File: src/rtl/pwm_fade_ctrl.sv
// ---------------------------------------------------------------------------
// pwm_fade_ctrl
//
// Sequences the threshold and max inputs of a bank of pwm instances. Each
// channel holds a current threshold, a target and a fade step. A
// programmable divider produces fade ticks. Every tick launches a scan that
// walks the channels one per clock through a single shared step unit, so
// each channel's current threshold moves toward its target.
//
// Ports:
//   clk        clock
//   rst        synchronous reset, active-high
//   cmd_valid  command request from the CPU side
//   cmd_ready  command accepted when cmd_valid && cmd_ready (IDLE only)
//   cmd_op     0=set target+step, 1=set immediate, 2=set divider, 3=set max
//   cmd_ch     channel index for ops 0 and 1
//   cmd_value  target / immediate value / divider / max
//   cmd_step   fade step (op 0 only)
//   threshold  current thresholds, channel i at [i*WIDTH +: WIDTH]
//   max_out    period value shared by every pwm instance
//   done       per-channel level, current equals target
//   reach      per-channel one-cycle pulse when a scan lands on the target
//   busy       high while a scan is running
//   overrun    sticky, a tick arrived while a tick was already pending
// ---------------------------------------------------------------------------
module pwm_fade_ctrl #(
   parameter int WIDTH   = 16,
   parameter int CH_W    = 2,
   parameter int DEF_MAX = 1000,
   parameter int DEF_DIV = 99
) (
   input  logic                          clk,
   input  logic                          rst,
   input  logic                          cmd_valid,
   output logic                          cmd_ready,
   input  logic [1:0]                    cmd_op,
   input  logic [CH_W-1:0]               cmd_ch,
   input  logic [WIDTH-1:0]              cmd_value,
   input  logic [WIDTH-1:0]              cmd_step,
   output logic [(2**CH_W)*WIDTH-1:0]    threshold,
   output logic [WIDTH-1:0]              max_out,
   output logic [(2**CH_W)-1:0]          done,
   output logic [(2**CH_W)-1:0]          reach,
   output logic                          busy,
   output logic                          overrun
);

   localparam int CHANNELS = 2**CH_W;

   typedef enum logic {IDLE, SCAN} state_t;

   state_t                         state_q, state_d;
   logic [CH_W-1:0]                idx_q, idx_d;
   logic                           pending_q, pending_d;
   logic                           overrun_q, overrun_d;
   logic [WIDTH-1:0]               divCnt_q, divCnt_d;
   logic [WIDTH-1:0]               div_q, div_d;
   logic [WIDTH-1:0]               max_q, max_d;
   logic [CHANNELS-1:0][WIDTH-1:0] cur_q, cur_d;
   logic [CHANNELS-1:0][WIDTH-1:0] tgt_q, tgt_d;
   logic [CHANNELS-1:0][WIDTH-1:0] step_q, step_d;
   logic [CHANNELS-1:0]            reach_q, reach_d;

   logic                           tick;
   logic                           cmdAccept;
   logic                           pendingNow;
   logic [WIDTH-1:0]               selCur, selTgt, selStep, stepNext;

   assign tick      = (divCnt_q == div_q);
   assign cmdAccept = cmd_valid && (state_q == IDLE);

   assign cmd_ready = (state_q == IDLE);
   assign busy      = (state_q == SCAN);
   assign overrun   = overrun_q;
   assign max_out   = max_q;
   assign reach     = reach_q;
   assign threshold = cur_q;

   // Per-channel settled flag, purely a compare of current against target.
   always_comb begin
      done = '0;
      for (int i = 0; i < CHANNELS; i++) begin
         done[i] = (cur_q[i] == tgt_q[i]);
      end
   end

   // Shared step unit for the channel under scan. The distance to the
   // target is formed first and compared against the step, so the add or
   // subtract only happens when it cannot pass the target or wrap.
   always_comb begin
      selCur   = cur_q[idx_q];
      selTgt   = tgt_q[idx_q];
      selStep  = step_q[idx_q];
      stepNext = selCur;
      if (selStep == '0) begin
         stepNext = selTgt;
      end else if (selCur < selTgt) begin
         stepNext = ((selTgt - selCur) <= selStep) ? selTgt : selCur + selStep;
      end else if (selCur > selTgt) begin
         stepNext = ((selCur - selTgt) <= selStep) ? selTgt : selCur - selStep;
      end
   end

   // Next-state logic: divider, scan sequencing with a one-deep pending
   // tick, and command decode. Commands only land in IDLE, so they never
   // collide with a scan update of the same registers.
   always_comb begin
      state_d    = state_q;
      idx_d      = idx_q;
      pending_d  = pending_q;
      overrun_d  = overrun_q;
      divCnt_d   = tick ? '0 : divCnt_q + WIDTH'(1);
      div_d      = div_q;
      max_d      = max_q;
      cur_d      = cur_q;
      tgt_d      = tgt_q;
      step_d     = step_q;
      reach_d    = '0;
      pendingNow = pending_q;

      case (state_q)
         IDLE: begin
            if (tick) begin
               state_d = SCAN;
               idx_d   = '0;
            end
         end
         SCAN: begin
            // A tick that finds one already queued is lost and flagged.
            if (tick) begin
               if (pending_q) begin
                  overrun_d = 1'b1;
               end
               pendingNow = 1'b1;
            end
            pending_d     = pendingNow;
            cur_d[idx_q]  = stepNext;
            if ((selCur != selTgt) && (stepNext == selTgt)) begin
               reach_d[idx_q] = 1'b1;
            end
            idx_d = idx_q + CH_W'(1);
            if (idx_q == CH_W'(CHANNELS - 1)) begin
               if (pendingNow) begin
                  pending_d = 1'b0;
               end else begin
                  state_d = IDLE;
               end
            end
         end
         default: state_d = IDLE;
      endcase

      if (cmdAccept) begin
         case (cmd_op)
            2'd0: begin
               tgt_d[cmd_ch]  = cmd_value;
               step_d[cmd_ch] = cmd_step;
            end
            2'd1: begin
               tgt_d[cmd_ch] = cmd_value;
               cur_d[cmd_ch] = cmd_value;
            end
            2'd2: begin
               div_d     = cmd_value;
               divCnt_d  = '0;
               overrun_d = 1'b0;
            end
            default: max_d = cmd_value;
         endcase
      end
   end

   // State register. Reset aborts any scan in flight and restores the
   // default period and divider.
   always_ff @(posedge clk) begin
      if (rst) begin
         state_q   <= IDLE;
         idx_q     <= '0;
         pending_q <= 1'b0;
         overrun_q <= 1'b0;
         divCnt_q  <= '0;
         div_q     <= WIDTH'(DEF_DIV);
         max_q     <= WIDTH'(DEF_MAX);
         cur_q     <= '0;
         tgt_q     <= '0;
         step_q    <= '0;
         reach_q   <= '0;
      end else begin
         state_q   <= state_d;
         idx_q     <= idx_d;
         pending_q <= pending_d;
         overrun_q <= overrun_d;
         divCnt_q  <= divCnt_d;
         div_q     <= div_d;
         max_q     <= max_d;
         cur_q     <= cur_d;
         tgt_q     <= tgt_d;
         step_q    <= step_d;
         reach_q   <= reach_d;
      end
   end

endmodule

File: config.mk
export PLATFORM = sky130hd
export DESIGN_NAME = pwm_fade_ctrl
export DESIGN_NICKNAME = d
export VERILOG_FILES = /design/src/rtl/pwm_fade_ctrl.sv
export SDC_FILE = /design/constraint.sdc
export NUM_CORES = 1
export LEC_CHECK = 0
export ABC_AREA = 1
export BUFFER_PORTS_ARGS = -buffer_cell sky130_fd_sc_hd__buf_2
export CORE_MARGIN = 2
export CORE_UTILIZATION = 40
export DETAILED_ROUTE_END_ITERATION = 16
export SYNTH_ARGS = -nofsm -noshare
export SYNTH_HDL_FRONTEND = slang
export SYNTH_SLANG_ARGS = --single-unit
File: constraint.sdc
create_clock -name clk -period 9.65 [get_ports clk]
set_input_delay 0.965 -clock clk [delete_from_list [all_inputs] [get_ports clk]]
set_output_delay 0.965 -clock clk [all_outputs]
set_load 0.1 [all_outputs]
=== Word level (Yosys, flattened, before mapping) ===
Index checks and enable logic that the tools add are counted.
W data, S select, Z words.

* Register bits after elaboration: 249
* Input port bits: 39
* Output and inout bits: 91
* Word-level logic and storage cells: 102

* Add/sub/neg operators: 6
* $lt $le $gt $ge: 8
* Equality and inequality tests: 11
* Muxes and demuxes: 41
* Bitwise operators: 3
* Reductions and logical operators: 13

{| class="wikitable"
|+ Operators by type and width
! kind !! number
|-
| $bwmux W64 || 4
|-
| $mux W16 || 13
|-
| $mux W64 || 3
|-
| $bmux W16 S2 || 3
|-
| $eq A16 B16 Y1 || 6
|-
| $demux W16 S2 || 2
|-
| $sub A16 B16 Y16 || 3
|-
| $le A16 B16 Y1 || 2
|-
| $add A16 B1 Y16 const B || 1
|-
| $add A16 B16 Y16 || 1
|-
| $gt A16 B16 Y1 || 1
|-
| $logic_not A16 Y1 || 1
|-
| $lt A16 B16 Y1 || 1
|-
| $ne A16 B16 Y1 || 1
|-
| $mux W1 || 12
|-
| $reduce_and A2 Y1 || 4
|-
| $lt A2 B3 Y1 const B || 2
|-
| $reduce_or A3 Y1 || 2
|-
| $eq A2 B2 Y1 const B || 2
|-
| $ge A2 B1 Y1 const B || 2
|-
| $logic_and A1 B1 Y1 || 4
|-
| $pmux W2 S2 || 1
|-
| $not A1 Y1 || 3
|-
| $add A2 B1 Y2 const B || 1
|-
| other kinds (7) || 7
|}

=== Longest topological paths before layout ===
* Depth after elaboration: 13
* Gate-level depth with buffers: 41
* Mapped depth without buffers: 36

=== Worst setup path before layout ===
No wires, ideal clock.

* Path type: reg-to-output
* Start: register cur_q, in the netlist threshold[33]
* End: output done[2]
* Arrival: 4574 ps
* Required time: 8685 ps
* Setup slack: 4111 ps
* Stages on the path, launching flop included: 5
* Path buffers: 0
* Cells stage by stage: dfxtp_1 > xnor2_1 > o221ai_1 > nor3_1 > nor4b_1

* Longest elaborated chain between the ends: 1

{| class="wikitable"
|+ RTL lines
! element !! line !! RTL
|-
| from (decl) || 59 || <nowiki>logic [CHANNELS-1:0][WIDTH-1:0] cur_q, cur_d;</nowiki>
|-
| from (signal assigned) || 196 || <nowiki>cur_q <= cur_d;</nowiki>
|-
| $eq A16 B16 Y1 || 83 || <nowiki>done[i] = (cur_q[i] == tgt_q[i]);</nowiki>
|-
| to (decl) || 42 || <nowiki>output logic [(2**CH_W)-1:0] done,</nowiki>
|}

Every way passes these cells.

=== Worst setup path in the final report ===
* Start: register idx_q[0]
* End: register reach_q[1] (netlist: reach[1])

* Longest elaborated chain between the ends: 12
* Elaborated cells on any way between the ends: 30
* Classes of those cells: add/sub (4); order compare (6); eq/ne (2); mux (13); bitwise (1); reduce/logical (4)

{| class="wikitable"
|+ RTL lines
! element !! line !! RTL
|-
| from (decl) || 53 || <nowiki>logic [CH_W-1:0] idx_q, idx_d;</nowiki>
|-
| from (signal assigned) || 190 || <nowiki>idx_q <= idx_d;</nowiki>
|-
| $bmux W16 S2 (on tied branches) || 91, 92 ||
|-
| $mux W16 (on tied branches) || 91, 92 ||
|-
| $sub A16 B16 Y16 || 100 || <nowiki>stepNext = ((selCur - selTgt) <= selStep) ? selTgt : selCur - selStep;</nowiki>
|-
| $le A16 B16 Y1 || 100 ||
|-
| $mux W16 || 100 ||
|-
| $mux W16 || 99 || <nowiki>end else if (selCur > selTgt) begin</nowiki>
|-
| $mux W16 || 97 || <nowiki>end else if (selCur < selTgt) begin</nowiki>
|-
| $mux W16 || 95 || <nowiki>if (selStep == '0) begin</nowiki>
|-
| $eq A16 B16 Y1 || 138 || <nowiki>if ((selCur != selTgt) && (stepNext == selTgt)) begin</nowiki>
|-
| $logic_and A1 B1 Y1 || 138 ||
|-
| $not A1 Y1 (no line) || -- ||
|-
| $reduce_or A3 Y1 (no line) || -- ||
|-
| to (signal assigned) || 199 || <nowiki>reach_q <= reach_d;</nowiki>
|-
| to (decl) || 62 || <nowiki>logic [CHANNELS-1:0] reach_q, reach_d;</nowiki>
|}

Several ways; a longest one is shown, not always the timed one. The select of a mux whose other input is x is not followed.
A chain may end at the register's enable or synchronous reset.

==> results by group <==
Routing
  • DR vias/cell: 5.69
  • Routed wire length: 66,500 um
  • Initial DRC count: 2,029
  • Via count: 18,300
  • 1st-pass router iterations: 6
  • Routed Antenna Nets: 0
  • Wire per inst: 20.7 um
  • DRC: 0

Clocking
  • Postcts setup bufs: 0
  • Clk_lat worst skew: 0.58 ns
  • Post-CTS Hold Fix Bufs: 0
  • Clock slew at reported path FFs: 0.06 ns
  • Total CTS buffers: 28
  • CTS tree: yes
  • Post-cts sizing count: 0
  • Num Clock Sinks: 249
  • Root buf cell: clkbuf_16
  • CTS Buffer Depth: 3
  • Htree depth: 1

Finish
  • Commonest non-fill, non-tap cell in the layout: nand2_1
  • Antenna Cells: 0
  • Finished Core Util: 44.4%
  • Area grow syn2layout: 9.40%
  • Filler Cells Inserted: 4,467
  • Share of cells above drive strength 1: 8.04%
  • Final Cell Area: 18,700 um2
  • Most frequent cells in the layout: nand2_1 (717), nor2_1 (281), dfxtp_1 (248)
  • Fin nets: 2,793
  • Non-filler cells, final: 3,212

GRT
  • Gr usage total: 29.3%
  • Global route overflow: 0
  • First-pass GRT wire length: 101,000 um
  • Vias in the first global route: 16,600
  • Initial antenna violation count: 1
  • Largest net degree at the start of global routing: 92

Timing
  • Highest clock rate: 147 MHz
  • Post-route setup slack: 2.83 ns
  • Setup TNS: 0 ns
  • Crit path time final: 6.82 ns
  • Final Max Slew Viols: 0
  • Final Hold Fails: 0
  • Final worst-path cycle share: 70.7%
  • Rel. slew slack: 22.2%
  • Measured slew at the worst slew-check pin: 1.16 ns
  • Clock Skews: 0.0273 ns
  • Final hold slack: 0.460 ns
  • RSZ-0062 raised after global routing: false
  • Final Setup Violations: 0

Min path
  • Type of the worst min-delay path: flip-flop to flip-flop
  • Hold EP: step_q[26]$_SDFFE_PP0P_
  • Worst Hold Depth: 2
  • Min-delay src: step_q[26]$_SDFFE_PP0P_

Worst setup path
  • Crit path DAT: 7.33 ns
  • Critical path type: flip-flop to flip-flop
  • Critical Path RT: 10.16 ns
  • Setup crit end kind: flip-flop
  • Critical Path Fanout Max: 91
  • R2r startpoint: idx_q[0]$_SDFFE_PP0P_
  • Worst R2R End: reach[1]$_SDFF_PP0_
  • Startpoint types: flip-flop
  • FF-to-FF setup slack: 2.83 ns
  • Worst-case reg-to-reg path depth: 27

Run status
  • Outcome: complete, no violations

Placement
  • Hpwl dp: 49,200 um
  • Pre-CTS setup slack: 2.92 ns
  • Dpl cells: 3,162
  • PortBufs: 129
  • Final Wtd Congestion: 1.00
  • Post-DP Area: 17,700 um2

Power and ir drop
  • Lkg Pwr: 8.16 nW
  • Power Total: 3.11 mW
  • Worst VDD drop: 0.125 mV
  • PD cells: 166 nW/um2

Yosys
  • Seq cells post-synth: 249
  • Yosys top cell area share: 29.2%
  • Synth cell types: 55
  • Syn Nets: 2,781
  • Sequential share of the synthesized area: 29.2%
  • Ys async rst share: 0%
  • Synth warn: 0
  • Post-synth EDFFs: 0
  • Top post-synthesis cells by area: dfxtp_1 (29%), nand2_1 (16%), ha_1 (7.1%)
  • Avg Inst Size Synth: 6.47 um2
  • Most used flip-flop cell after synthesis: dfxtp_1
  • Syn Std Cell Area: 17,100 um2
  • Cells after Synth: 2,641
  • Biggest area consumer among synthesized cells: dfxtp_1

Die
  • # rows: 75
  • Core Region: 42,000 um2
  • Die footprint: 44,400 um2
  • Die Ht: 211 um
  • I/O pin count: 130
  • Initial Util: 40.6%
  • Die X: 211 um

Run
  • Max_cap viols: 0
-- final cells by class --
cell class / count / area (um2) / area share [%]
flip-flops and latches: 249 / 4990 / 26.7
clock buffers: 44 / 841 / 4.50
multi-input cells: 2015 / 10500 / 56.3
inverters: 217 / 823 / 4.41
repair buffers: 142 / 743 / 3.98
well taps: 539 / 674 / 3.61
clock inverters: 6 / 105 / 0.562
-- metal layers --
| layer | vias to the layer above | wire, um | GRT usage (%) |
|---|---|---|---|
| met5 | - | 0 | 0 |
| met4 | 0 | 1700 | 7.24 |
| met3 | 108 | 5350 | 3.78 |
| met2 | 797 | 29800 | 46.8 |
| met1 | 8647 | 29600 | 41.7 |
| li1 | 8710 | - | - |
-- critical path, stage by stage, from the launching register on --
cell and delay [ns]:
dfxtp_4 0.51, inv_6 0.57, nand2_1 0.10, a32oi_1 0.43
inv_1 0.20, ha_1 0.27, fa_1 0.46, o21ai_0 0.45
a31oi_1 0.29, o31ai_1 0.36, xor2_1 0.12, ha_1 0.31
nand4_1 0.12, nor2_1 0.19, nand2_1 0.08, nand2_1 0.26
nand2_2 0.34, inv_1 0.35, nand2_1 0.09, o21ai_0 0.26
nand2_1 0.12, nand3_1 0.08, nand2_1 0.06, nor2_1 0.16
nand2_1 0.08, nor2_1 0.10, nand2_1 0.17, nor2_1 0.13
-- power by group --
group	internal [mW]	switching, mW	total [mW]
Combinational	0.256	0.671	0.927
Sequential	1.05	0.0276	1.08
Clock	0.650	0.449	1.10
Total	1.96	1.15	3.11
-- registers in the layout, summed over array words and instances (netlist names) --
register / count
busy: 1
step_q: 64
overrun: 1
divCnt_q: 16
threshold: 64
reach: 4
div_q: 16
tgt_q: 64
idx_q: 2
max_out: 16
pending_q: 1
-- worst max-delay path by stage --
stage | start | end | slack [ns] | depth (start not counted)
6_report | idx_q[0]$_SDFFE_PP0P_ | reach[1]$_SDFF_PP0_ | 2.83 | 27
5_1_grt | idx_q[0]$_SDFFE_PP0P_ | reach[0]$_SDFF_PP0_ | 2.11 | 27
3_5_place_dp | idx_q[0]$_SDFFE_PP0P_ | reach[3]$_SDFF_PP0_ | 2.92 | 27
4_1_cts | idx_q[0]$_SDFFE_PP0P_ | reach[0]$_SDFF_PP0_ | 2.87 | 27
3_3_place_gp | idx_q[0]$_SDFFE_PP0P_ | reach[3]$_SDFF_PP0_ | 2.84 | 27
2_1_floorplan | threshold[33]$_SDFF_PP0_ | done[2] | 4.11 | 4
-- cell usage after synthesis, drive strengths merged (23+ instances only) --
master and n:
dfxtp 249, a32oi 23, clkbuf 101, o21ai 179
xor2 56, ha 97, xnor2 54, a21oi 187
buf 59, nand4 28, nand3 231, a31oi 67
inv 214, nor2 281, nand2 720
-- cell families after synthesis --
logic type | share of synthesized area [%]
AND/OR/NAND/NOR | 31.4
buffers and inverters | 9.28
XOR/XNOR | 5.64
AO/OA/AOI/OAI | 16.9
flip-flops | 29.2
adder cells (fa/ha/maj) | 7.57
Note: power is estimated with default switching activity, not from simulation.
